==> config.mk <==
export PLATFORM = sky130hd
export DESIGN_NAME = png_chunk_wrap
export DESIGN_NICKNAME = d
export VERILOG_FILES = /design/src/rtl/png_pkg.sv /design/src/rtl/png_crc32_upd.sv /design/src/rtl/png_chunk_wrap.sv
export SDC_FILE = /design/constraint.sdc
export NUM_CORES = 1
export LEC_CHECK = 0
export ABC_AREA = 1
export CAP_MARGIN = 20
export CORE_MARGIN = 1.5
export CORE_UTILIZATION = 43
export CTS_CLUSTER_SIZE = 25
export DETAILED_ROUTE_END_ITERATION = 10
export PLACE_DENSITY = 0.67
export RECOVER_POWER = 100
export SYNTH_ARGS = -nofsm -noshare
export SYNTH_HDL_FRONTEND = slang
export SYNTH_SLANG_ARGS = --single-unit
export TNS_END_PERCENT = 50
==> constraint.sdc <==
create_clock -name clk -period 4.83 [get_ports clk]
set_input_delay 0.966 -clock clk [delete_from_list [all_inputs] [get_ports clk]]
set_output_delay 0.966 -clock clk [all_outputs]
set_load 0.1 [all_outputs]
==> src/rtl/png_pkg.sv <==
// png_pkg: shared constants and state encoding for the PNG chunk wrapper.
package png_pkg;
    localparam logic [31:0] PNG_CRC_PRESET   = 32'hFFFF_FFFF;
    localparam logic [31:0] PNG_CRC_POLY_REF = 32'hEDB8_8320;
    localparam logic [31:0] PNG_TYP_IHDR     = 32'h4948_4452;
    localparam logic [31:0] PNG_TYP_IDAT     = 32'h4944_4154;
    localparam logic [31:0] PNG_TYP_IEND     = 32'h4945_4E44;
    typedef enum logic [2:0] {S_IDLE, S_LEN, S_TYP, S_DAT, S_CRC} chunk_state_e;
endpackage

==> src/rtl/png_crc32_upd.sv <==
// png_crc32_upd: one-byte update of the reflected PNG CRC-32, LSB first.
module png_crc32_upd
    import png_pkg::*;
(
    input  logic [31:0] crc_i,
    input  logic [7:0]  byte_i,
    output logic [31:0] crc_o
);
    always_comb begin
        crc_o = crc_i ^ {24'h0, byte_i};
        for (int i = 0; i < 8; i++)
            crc_o = crc_o[0] ? (crc_o >> 1) ^ PNG_CRC_POLY_REF : crc_o >> 1;
    end
endmodule

==> src/rtl/png_chunk_wrap.sv <==
// png_chunk_wrap: frames a payload byte stream as LENGTH | TYPE | DATA | CRC.
module png_chunk_wrap
    import png_pkg::*;
#(
    parameter int LEN_WD = 32
) (
    input  logic              clk,
    input  logic              rstn,
    input  logic              start_i,
    input  logic [LEN_WD-1:0] len_i,
    input  logic [31:0]       typ_i,
    input  logic              val_i,
    input  logic [7:0]        dat_i,
    input  logic              lst_i,
    output logic              rdy_o,
    output logic              val_o,
    output logic [7:0]        dat_o,
    output logic              lst_o,
    input  logic              rdy_i,
    output logic              busy_o,
    output logic              done_o,
    output logic              err_o
);
    chunk_state_e      state, state_nx;
    logic [1:0]        idx;
    logic [LEN_WD-1:0] cnt, len_q;
    logic [31:0]       typ_q, crc, crc_nx, len32, crc_out;
    logic              xfer, fld_end, dat_last;

    assign len32    = 32'(len_q);
    assign crc_out  = ~crc;
    assign xfer     = val_o & rdy_i;
    assign fld_end  = xfer && idx == 2'd3;
    assign dat_last = cnt == len_q - LEN_WD'(1);
    assign busy_o   = state != S_IDLE;

    // dat_o doubles as the CRC input byte: it is the TYPE byte in TYP and the payload in DAT
    png_crc32_upd u_crc (.crc_i(crc), .byte_i(dat_o), .crc_o(crc_nx));

    always_comb begin
        val_o = 1'b0;
        rdy_o = 1'b0;
        dat_o = 8'h00;
        lst_o = 1'b0;
        case (state)
            S_LEN: begin
                val_o = 1'b1;
                dat_o = len32[{~idx, 3'b000} +: 8];
            end
            S_TYP: begin
                val_o = 1'b1;
                dat_o = typ_q[{~idx, 3'b000} +: 8];
            end
            S_DAT: begin
                val_o = val_i;
                rdy_o = rdy_i;
                dat_o = dat_i;
            end
            S_CRC: begin
                val_o = 1'b1;
                dat_o = crc_out[{~idx, 3'b000} +: 8];
                lst_o = idx == 2'd3;
            end
            default: ;
        endcase
    end

    always_comb begin
        state_nx = state;
        case (state)
            S_IDLE:  state_nx = start_i ? S_LEN : S_IDLE;
            S_LEN:   state_nx = fld_end ? S_TYP : S_LEN;
            S_TYP:   state_nx = fld_end ? (len_q == '0 ? S_CRC : S_DAT) : S_TYP;
            S_DAT:   state_nx = xfer && dat_last ? S_CRC : S_DAT;
            S_CRC:   state_nx = fld_end ? S_IDLE : S_CRC;
            default: state_nx = S_IDLE;
        endcase
    end

    always_ff @(posedge clk or negedge rstn) begin
        if (!rstn) begin
            state  <= S_IDLE;
            idx    <= 2'd0;
            cnt    <= '0;
            len_q  <= '0;
            typ_q  <= 32'h0;
            crc    <= PNG_CRC_PRESET;
            done_o <= 1'b0;
            err_o  <= 1'b0;
        end else begin
            state  <= state_nx;
            done_o <= state == S_CRC && fld_end;
            if (state == S_IDLE && start_i) begin
                len_q <= len_i;
                typ_q <= typ_i;
                crc   <= PNG_CRC_PRESET;
                err_o <= 1'b0;
                idx   <= 2'd0;
                cnt   <= '0;
            end
            if (xfer && state != S_DAT)
                idx <= idx + 2'd1;
            if (xfer && (state == S_TYP || state == S_DAT))
                crc <= crc_nx;
            // lst_i is only cross-checked; framing always follows the latched length
            if (xfer && state == S_DAT) begin
                cnt <= cnt + LEN_WD'(1);
                if (lst_i != dat_last)
                    err_o <= 1'b1;
            end
        end
    end
endmodule

==> Word level (Yosys, flattened, before mapping) <==
Cells that the tools add are included.
{ "op_classes": {"n_reduce_logical": 15, "n_addsub": 3, "eq_ne": 8, "mux": 28, "bitwise": 12, "n_shift": 3} }
{ "ops": {"columns": ["op", "count"], "rows": [
  ["$mux 32", 12],
  ["$not 13->14", 8],
  ["$shiftx 32x6->8", 3],
  ["$add 32x1->32 const B", 1],
  ["$eq 32x32->1", 1],
  ["$logic_not 32->1", 1],
  ["$not 32->32", 1],
  ["$pmux 8 s4", 1],
  ["$sub 32x1->32 const B", 1],
  ["$xor 32x8->32", 1],
  ["$pmux 3 s5", 1],
  ["$mux 3", 4],
  ["$logic_and 1x1->1", 7],
  ["$eq 3x2->1 const B", 2],
  ["$mux 1", 6],
  ["$mux 2", 3],
  ["$reduce_bool 2->1", 3],
  ["$eq 3x1->1 const B", 1],
  ["$eq 3x3->1 const B", 1],
  ["$logic_not 3->1", 1],
  ["$ne 3x2->1 const B", 1],
  ["$reduce_bool 3->1", 1],
  ["$reduce_or 3->1", 1],
  ["$add 2x1->2 const B", 1],
  ["other kinds (6)", 6]
]} }
{ "word_totals": {"output_inout_bits": 14, "regBits": 135, "wordCells": 77} }

==> Logic depth before layout (Yosys ltp) <==
Gate-level depths: netlist of the first run.
{ "logic_depth": {"word_depth": 21, "depth_mapped": 24} }

==> Modules after synthesis <==
Synthesis of the first run repeated with hierarchy kept, for this count alone.
{ "unflattened": {"hier_cells": 1207, "hier_area_um2": 9121.2} }
{ "modules_own_cells": {"columns": ["module", "seq_area_each_um2", "cells_per_inst", "n_inst", "area_per_inst_um2"], "rows": [
  ["png_chunk_wrap", 3418.3, 998, 1, 7896.3],
  ["png_crc32_upd", 0.0, 209, 1, 1224.9]
]} }

==> Least setup slack after synthesis of the first run <==
No wires, ideal clock.
{ "synth_path": {"path_kind": "reg-to-reg", "startpoint": "register state[2]", "endpoint": "register crc[29]", "period_less_slack_ps": 2959, "required_ps": 4758, "setup_time_ps": 72, "arrival_ps": 2887, "path_buffers": 2, "stages_incl_launch_ff": 22, "setup_slack_ps": 1871, "cell_sequence": "dfrtp_1 > buf_6 > inv_6 > nand2_4 > nor2_8 > buf_6 > nand2_1 > o211ai_1 > nand3_1 > nand3_1 > nand2_1 > nand2_1 > nand2_1 > nand2_2 > nand2_1 > nand2_2 > nand2_2 > nand2_4 > xor2_1 > nand2_1 > nand2_1 > inv_1"} }
{ "synth_between": {"elab_chain_len": 14, "word_cells_on_any_way": 27, "classes_between": "4 x eq/ne; 11 x mux; 6 x bitwise; 6 x reduce/logical"} }
{ "synth_lines": {"columns": ["element", "line", "source"], "rows": [
  ["start: declaration", "png_chunk_wrap.sv:24", "chunk_state_e state, state_nx;"],
  ["start signal: assignment", "png_chunk_wrap.sv:91", "state <= state_nx;"],
  ["$eq 3x3->1 (tied with other cells)", "png_chunk_wrap.sv:45", "case (state)"],
  ["$pmux 8 s4 *", "png_chunk_wrap.sv:45", null],
  ["named net dat_o[6]", "png_chunk_wrap.sv:17", "output logic [7:0] dat_o,"],
  ["$xor 32x8->32 *", "png_crc32_upd.sv:10", "crc_o = crc_i ^ {24'h0, byte_i};"],
  ["$not 13->14 (no source line)", null, null],
  ["$mux 32 * (7 in series)", "png_crc32_upd.sv:12", "crc_o = crc_o[0] ? (crc_o >> 1) ^ PNG_CRC_POLY_REF : crc_o >> 1;"],
  ["$not 13->14 (no source line)", null, null],
  ["$mux 32 *", "png_crc32_upd.sv:12", null],
  ["$mux 32 *", "png_chunk_wrap.sv:103", "if (xfer && (state == S_TYP || state == S_DAT))"],
  ["end signal: assignment", "png_chunk_wrap.sv:104", "crc <= crc_nx;"],
  ["end: declaration", "png_chunk_wrap.sv:27", "logic [31:0] typ_q, crc, crc_nx, len32, crc_out;"]
]} }
The timed path passes the listed nets; every way through them passes the cells marked *.
A chain may end at the register's enable or synchronous reset.

==> Final worst setup path of the first run <==
{ "layout_path": {"startpoint": "register state[1]", "endpoint": "output port dat_o[5]"} }
{ "layout_between": {"elab_chain_len": 2, "word_cells_on_any_way": 5, "classes_between": "4 x eq/ne; 1 x mux"} }
{ "layout_lines": {"columns": ["element", "line"], "rows": [
  ["$eq 3x3->1 (tied with other cells)", "png_chunk_wrap.sv:45"],
  ["$pmux 8 s4 *", "png_chunk_wrap.sv:45"],
  ["end: declaration", "png_chunk_wrap.sv:17"]
]} }
Mark *: on every way between the ends. The rest lies on a longest branch, timed or not.

==> impl_results.md, run 1 <==
- Most Crowded Layer GR: met1
- Final setup vio count: 0
- Clk pin slew, worst setup/hold paths: 0.06 ns
- Setup TNS: 0 ns
- Synth Instances: 1,328
- Maxcap violations: 3
- Core box area: 21,020 µm²
- Final #Nets: 1,485
- # DRC: 0
- Critical path capture point type: output port
- Critical path class: reg2out
- # IOs: 92
- Syn Std Cell Area: 9229 µm²
- Global route overflow: 0
- Slowest-stage cell, CP: nor2_1
- Post-CTS Setup Repair Bufs: 0
- WL final: 28.58 mm
- Die area: 22,350 µm²
- Worst vdd ir: 0.6199 mV
- Post-cts sizing count: 0
- GR Util All Layers: 0.2643
- CP max stage delay: 0.73 ns
- Crit path required time: 3.86 ns
- Main synth FF type: dfrtp_1
- Wire length per cell: 16.89 µm
- Row count: 53
- Max Clk Rate: 0.2275 GHz
- Worst Hold Class: reg2reg
- Leak Pwr: 5.119 nW
- Area occupied by multi-input gates: 4979 µm²
- CP delay by family, top: simple AND/OR/NAND/NOR gates
- Initial antenna violation count: 0
- Gp weighted congestion: 0.9679
- Post-DP HPWL: 21.12 mm
- Worst Min Path Start: typ_q[15]$_DFFE_PN0P_
- Met3 Resource Use GR: 0.03598
- Number of synthesized register bits: 135
- Slew headroom: -0.3806
- Mapped Avg Cell Area: 6.949 µm²
- H-Tree Level Count: 4
- Worst-path cell chain: nor2_1 -> nand2_4 -> inv_4 -> nor2_4 -> inv_1 -> nor2_2 -> inv_1 -> nand2_1 -> nand2_2 -> clkbuf_2
- Sw Share: 0.5463
- Synth async-reset ratio: 1.000
- Num CTS Buffers: 17
- Worst Tran Pin Value: 2.071 ns
- Ys Warns: 0
- PnR Total Power: 0.008786 W
- Slew Limit Fails: 140
- Reg2reg start: state[1]$_DFF_PN0_
- Reg power frac: 0.233
- Max clock buf depth: 2
- Met2 Usage GRT: 0.3742
- Min Tclk post-route: 4.395 ns
- Pint: 0.003986 W
- Net switching power: 0.004800 W
- Sequential area share after synthesis: 0.3704
- Filler Cells Inserted: 2,051
- TritonRoute pass-1 iters: 5
- Buf/Inv on CP: 4
- Final Hold Vio Count: 0
- Hold_buf cts: 0
- Drt initial violations: 779
- Die width: 149.5 µm
- Crit path from: state[1]$_DFF_PN0_
- Failing checks: capacitance limit, slew limit
- Area growth, synth to finish: 17.46%
- Crit path max fanout: 21
- Post-synth EDFFs: 0
- Pin count of the biggest net entering global routing: 79
- Setup Skew: 0.009369 ns
- Starting Density: 0.4390
- DR vias: 8,994
- Inst Count DP: 1,660
- Syn_nets: 1,409
- Comb pwr share: 0.618
- Vias per std cell: 5.316
- Register area: 3418 µm²
- Clock share of power: 0.148
- Power per cell area: 810.5 nW/µm²
- Distinct cell type count after synthesis: 51
- Vias in the first global route: 8,242
- Clock net sink count: 135
- Port Buffers: 91
- Die H: 149.5 µm
- Met1 usage: 0.4041
- Most used cell, CP: inv_1
- Worst reg-to-reg setup slack: 0.45 ns
- Worst Setup Start Kind: flop
- Number of diodes: 0
- Status: finished, violations left
- Hold WS: 0.4846 ns
- Worst skew pair latency: 0.43 ns
- TritonCTS clock tree: done
- ANT nets after route: 0
- Share of cells above drive strength 1: 0.09386
- First-pass GRT wire length: 45.15 mm
- Fin crit share: 0.9100
- Filler-free cell count of the finished design: 1,692
- RSZ-0062 raised after global routing: no
- CTS root buf: clkbuf_16
- Worst EP arrival: 3.43 ns
[layer usage]
layer,part of all wire,vias to the layer above
li1,-,4426
met1,0.48,4138
met2,0.42,390
met3,0.076,40
met4,0.027,0
met5,0,-
[cells in the final DEF (no fill, tap or decap), types with 6 or more instances in the layout]
master / Yosys / routed
inv_2: 9 / 7
a21oi_1: 57 / 57
inv_1: 138 / 140
clkdlybuf4s50_1: 0 / 75
dfrtp_1: 103 / 103
nand2_1: 430 / 433
o22ai_1: 8 / 8
nor4_1: 7 / 8
o21ai_0: 74 / 80
nand2_4: 9 / 9
clkbuf_1: 19 / 6
clkbuf_2: 0 / 8
nor3_1: 15 / 16
xor2_1: 57 / 57
clkbuf_16: 0 / 19
o211ai_1: 6 / 6
nand3_1: 130 / 130
nor2_1: 95 / 99
dfstp_2: 32 / 32
nand2_2: 22 / 19
nand4_1: 22 / 22
xnor2_1: 10 / 10
[power groups by stage]
stage          registers (W)  logic, W  clock network (W)
2_1_floorplan        0.00188   0.00412                  0
3_3_place_gp         0.00205   0.00538                  0
3_5_place_dp         0.00205   0.00546                  0
4_1_cts              0.00204   0.00549            0.00132
5_1_grt              0.00209   0.00593            0.00137
6_report             0.00205   0.00543            0.00130
[final cells by class]
cell class | instances | share of cell area
Clock buffer | 22 | 0.04582
Clock inverter | 10 | 0.008541
Inverter | 151 | 0.05298
Multi-Input combinational cell | 1001 | 0.4593
Sequential cell | 135 | 0.3153
Tap cell | 275 | 0.03174
Timing Repair Buffer | 98 | 0.08633
[cell families (layout without fill, tap and decap cells)]
| family | Yosys count | count (layout) | share of synthesized area |
|---|---|---|---|
| buffers and inverters | 192 | 281 | 0.08555 |
| XOR/XNOR | 72 | 72 | 0.07497 |
| multiplexers | 3 | 3 | 0.003254 |
| AO/OA/AOI/OAI | 166 | 166 | 0.09748 |
| flip-flops | 135 | 135 | 0.3704 |
| adder cells (fa/ha/maj) | 3 | 3 | 0.004068 |
| AND/OR/NAND/NOR | 757 | 757 | 0.3643 |
[flip-flops by register name, summed over array words and instances, names as in the netlist]
register  count
typ_q        32
idx           2
err_o         1
crc          32
state         3
done_o        1
len32        32
cnt          32
[cell usage after synthesis, drive strengths merged (3+ instances only)]
cell type	instances	share of area
a21oi	58	0.032
a22oi	4	0.0033
buf	22	0.016
clkbuf	19	0.0077
dfrtp	103	0.28
dfstp	32	0.091
ha	3	0.0041
inv	149	0.061
mux2i	3	0.0033
nand2	461	0.20
nand3	134	0.075
nand4	22	0.015
nor2	105	0.049
nor3	17	0.010
nor4	8	0.0070
o211ai	6	0.0049
o21ai	80	0.043
o22ai	8	0.0054
or2	5	0.0034
xnor2	10	0.0095
xor2	60	0.061
[path summary, 6_finish.rpt]
kind                       depth (start not counted)                     to
min in group asynchronous                          1    cnt[21]$_DFFE_PN0P_
hold / removal                                     2  typ_q[15]$_DFFE_PN0P_
setup reg to reg                                  15    crc[23]$_DFFE_PN1P_
setup / recovery                                  10               dat_o[5]
max in group asynchronous                          2   typ_q[7]$_DFFE_PN0P_
hold reg to reg                                    2  typ_q[15]$_DFFE_PN0P_
[worst register-to-register path, cell delays in order (launching register included)]
cell and delay, ns:
dfrtp_1 0.52, nor2_1 0.73, nand2_4 0.23, inv_4 0.29, nor2_4 0.07, inv_1 0.30
nor2_2 0.10, nand2_2 0.12, nand2_1 0.09, inv_1 0.18, nand3_1 0.45, nand2_1 0.59
inv_1 0.33, nand2_1 0.14, o21ai_0 0.09, nor2_1 0.10
[per-stage QoR]
step	utilization	area [µm²]	setup slack (ns)
global placement	0.4935	10380	1.203
CTS	0.5216	10960	0.7150
finish	0.5157	10840	0.4346
detailed placement	0.4935	10380	1.178
global route	0.5157	10840	0.2414
floorplan	-	9229	1.871
Note: power is estimated with default switching activity, not from simulation.
==> run 2, diff against run 1 <==
==> constraint.sdc (replaced) <==
create_clock -name clk -period 4.83 [get_ports clk]
set_input_delay 0.966 -clock clk [delete_from_list [all_inputs] [get_ports clk]]
set_output_delay 0.966 -clock clk [all_outputs]
set_load 0.01 [all_outputs]
==> run 2 against run 1 <==
  * The flow still finishes with violations (capacitance limit, slew limit)
  * Critical endpoint is now dat_o[1]
  * Wire length fell by 1.3%
  * Combinational power shrank 11%
  * Register-to-register slack improved by 0.13 ns
  * Clock power up 7%
==> impl_results.md, run 2 (synthesis gave the netlist of run 1 again) <==
- Crit path max fanout: 21 (unchanged)
- Post-CTS Setup Repair Bufs: 0 (unchanged)
- Buf/Inv on CP: 3 (-1)
- Critical path class: reg2out
- DR vias: 9,075 (+0.90%)
- Worst Hold Class: reg2reg
- Die H: 149.5 µm (unchanged)
- H-Tree Level Count: 4 (unchanged)
- Filler Cells Inserted: 2,065 (+0.68%)
- Die width: 149.5 µm (unchanged)
- CTS root buf: clkbuf_16
- Pint: 0.004062 W (+1.9%)
- First-pass GRT wire length: 44.99 mm (-0.34%)
- Fin area: 10,900 µm² (+0.59%)
- WL final: 28.21 mm (-1.3%)
- Worst EP arrival: 3.45 ns (+0.02 ns)
- ANT nets after route: 0 (unchanged)
- Gp weighted congestion: 0.9391 (-3.0%)
- Fin crit share: 0.9144 (+0.004398)
- Worst vdd ir: 0.3226 mV (-48%)
- Number of diodes: 0 (unchanged)
- Num CTS Buffers: 17 (unchanged)
- Max Clk Rate: 0.2264 GHz (-0.48%)
- Initial antenna violation count: 0 (unchanged)
- Slew headroom: -0.7012 (-0.3206)
- Area occupied by multi-input gates: 4976 µm² (about the same)
- Core box area: 21,020 µm² (unchanged)
- Worst skew pair latency: 0.44 ns (about the same)
- RSZ-0062 raised after global routing: no
- Setup Skew: 0.01089 ns (+0.001518 ns)
- Critical Path Stages: 8 (-2)
- Slew Limit Fails: 75 (-46%)
- Worst-path cell chain: nor2_1 -> nand2_4 -> inv_4 -> nor2_4 -> inv_1 -> nand3_1 -> nand2_1 -> clkdlybuf4s50_1
- Top Layer Used: met4
- TritonCTS clock tree: done
- Pin count of the biggest net entering global routing: 107 (+35%)
- Crit path required time: 3.86 ns (about the same)
- Vias per std cell: 5.363 (+0.90%)
- Register area: 3418 µm² (unchanged)
- Area growth, synth to finish: 18.15%
- Clock net sink count: 135 (unchanged)
- Status: finished, violations left
- GR Util All Layers: 0.2607 (-0.003590)
- Met2 wire length: 11.80 mm (-1.1%)
- Commonest cells after routing, fill and taps aside: nand2_1, inv_1, nand3_1
- Final setup vio count: 0 (unchanged)
- Max clock buf depth: 2 (unchanged)
- Worst Tran Pin Value: 2.552 ns (+0.4809 ns)
- Global route overflow: 0 (unchanged)
- Vias in the first global route: 8,344 (+1.2%)
- Leak Pwr: 5.132 nW (+0.26%)
- Share of cells above drive strength 1: 0.08751 (-0.006351)
- Slowest-stage cell, CP: nor2_1
- Most common cell after layout, fill and taps aside: nand2_1
- Hold depth: 2 (unchanged)
- Met3 WL: 2.089 mm (-4.1%)
- Port Buffers: 91 (unchanged)
- Net switching power: 0.004198 W (-13%)
- Clk pin slew, worst setup/hold paths: 0.06 ns (about the same)
- # IOs: 92 (unchanged)
- Maxcap violations: 2 (-1)
- Power per cell area: 757.5 nW/µm² (-6.5%)
- CP delay by family, top: simple AND/OR/NAND/NOR gates
- Final Hold Vio Count: 0 (unchanged)
- Critical path capture point type: output port
- Hold_buf cts: 0 (unchanged)
- Placement Cell Area: 10,320 µm² (-0.53%)
- Length of routed wiring on met1: 13.64 mm (-0.36%)
- Die area: 22,350 µm² (unchanged)
- CP max stage delay: 0.72 ns (about the same)
- Post-cts sizing count: 0 (unchanged)
- Worst Setup Start Kind: flop
- Clock share of power: 0.169 (+0.021)
- # DRC: 0 (unchanged)
- Setup TNS: 0 ns (unchanged)
- Starting Density: 0.4390 (unchanged)
- Reg power frac: 0.246 (+0.013)
- Post-DP HPWL: 20.76 mm (-1.7%)
- Failing checks: capacitance limit, slew limit
- TritonRoute pass-1 iters: 7 (+2)
- Sw Share: 0.5082 (-0.03810)
- Register-to-Register Path Depth: 14 (-1)
- Wire length per cell: 16.67 µm (-1.3%)
- Row count: 53 (unchanged)
- Comb pwr share: 0.585 (-0.033)
- Final #Nets: 1,485 (unchanged)
- Min Tclk post-route: 4.417 ns (+0.02124 ns)
- Drt initial violations: 775 (-0.51%)
==> run 2: cell types whose count changed in the layout (fill, tap and decap cells not counted), sizes merged <==
cell | before | now
clkbuf | 34 | 27
clkdlybuf4s50 | 75 | 81
dlygate4sd3 | 4 | 9
buf | 7 | 3
bufinv | 1 | 3
clkinv | 9 | 7
==> run 2: final timing paths <==
check | startpoint | to | slack (ns)
max reg2reg | state[1]$_DFF_PN0_ | crc[0]$_DFFE_PN1P_ | 0.58
max in group asynchronous | rstn | cnt[5]$_DFFE_PN0P_ | 0.97
min reg2reg | typ_q[14]$_DFFE_PN0P_ | typ_q[14]$_DFFE_PN0P_ | 0.48
min in group asynchronous | rstn | cnt[30]$_DFFE_PN0P_ | 1.33
max | state[1]$_DFF_PN0_ | dat_o[1] | 0.41
min | typ_q[14]$_DFFE_PN0P_ | typ_q[14]$_DFFE_PN0P_ | 0.48
==> run 2: per-stage QoR <==
step	setup slack, ns	power [W]	hold WS [ns]	instances	utilization
final	0.4134	0.008260	0.4816	1692	0.5187
after global placement	1.349	0.006726	0.4651	1659	0.4909
after floorplan	2.501	0.005434	0.4487	1328	-
after global routing	0.2646	0.008883	0.5026	1692	0.5187
after detailed placement	1.276	0.006795	0.4679	1659	0.4909
after CTS	0.8115	0.008230	0.4855	1691	0.5207
==> run 2: per-layer routing <==
metal | track usage | up-vias
met5 | 0 | -
met4 | 0.09010 | 0
met3 | 0.03659 | 43
met2 | 0.3728 | 394
met1 | 0.3976 | 4230
li1 | - | 4408
==> run 2: area by class of cell <==
class	count	area share
timing repair buffer	98	0.08847
sequential	135	0.3135
inverter	151	0.05267
clock buffer	22	0.04441
tap	275	0.03155
multi-input combinational	1001	0.4563
clock inverter	10	0.01308
==> run 2: power groups by stage <==
stage	sequential, W	combinational, W	clock (W)
floorplan	0.00185	0.00358	0
global placement	0.00203	0.00470	0
detailed placement	0.00203	0.00476	0
CTS	0.00203	0.00479	0.00141
global route	0.00208	0.00535	0.00145
finish	0.00203	0.00483	0.00139
==> run 2: tightest hold or removal path, cell delays in order, from the launching register on <==
cell,delay (ns)
dfrtp_1,0.34
nand2_1,0.06
nand2_1,0.05
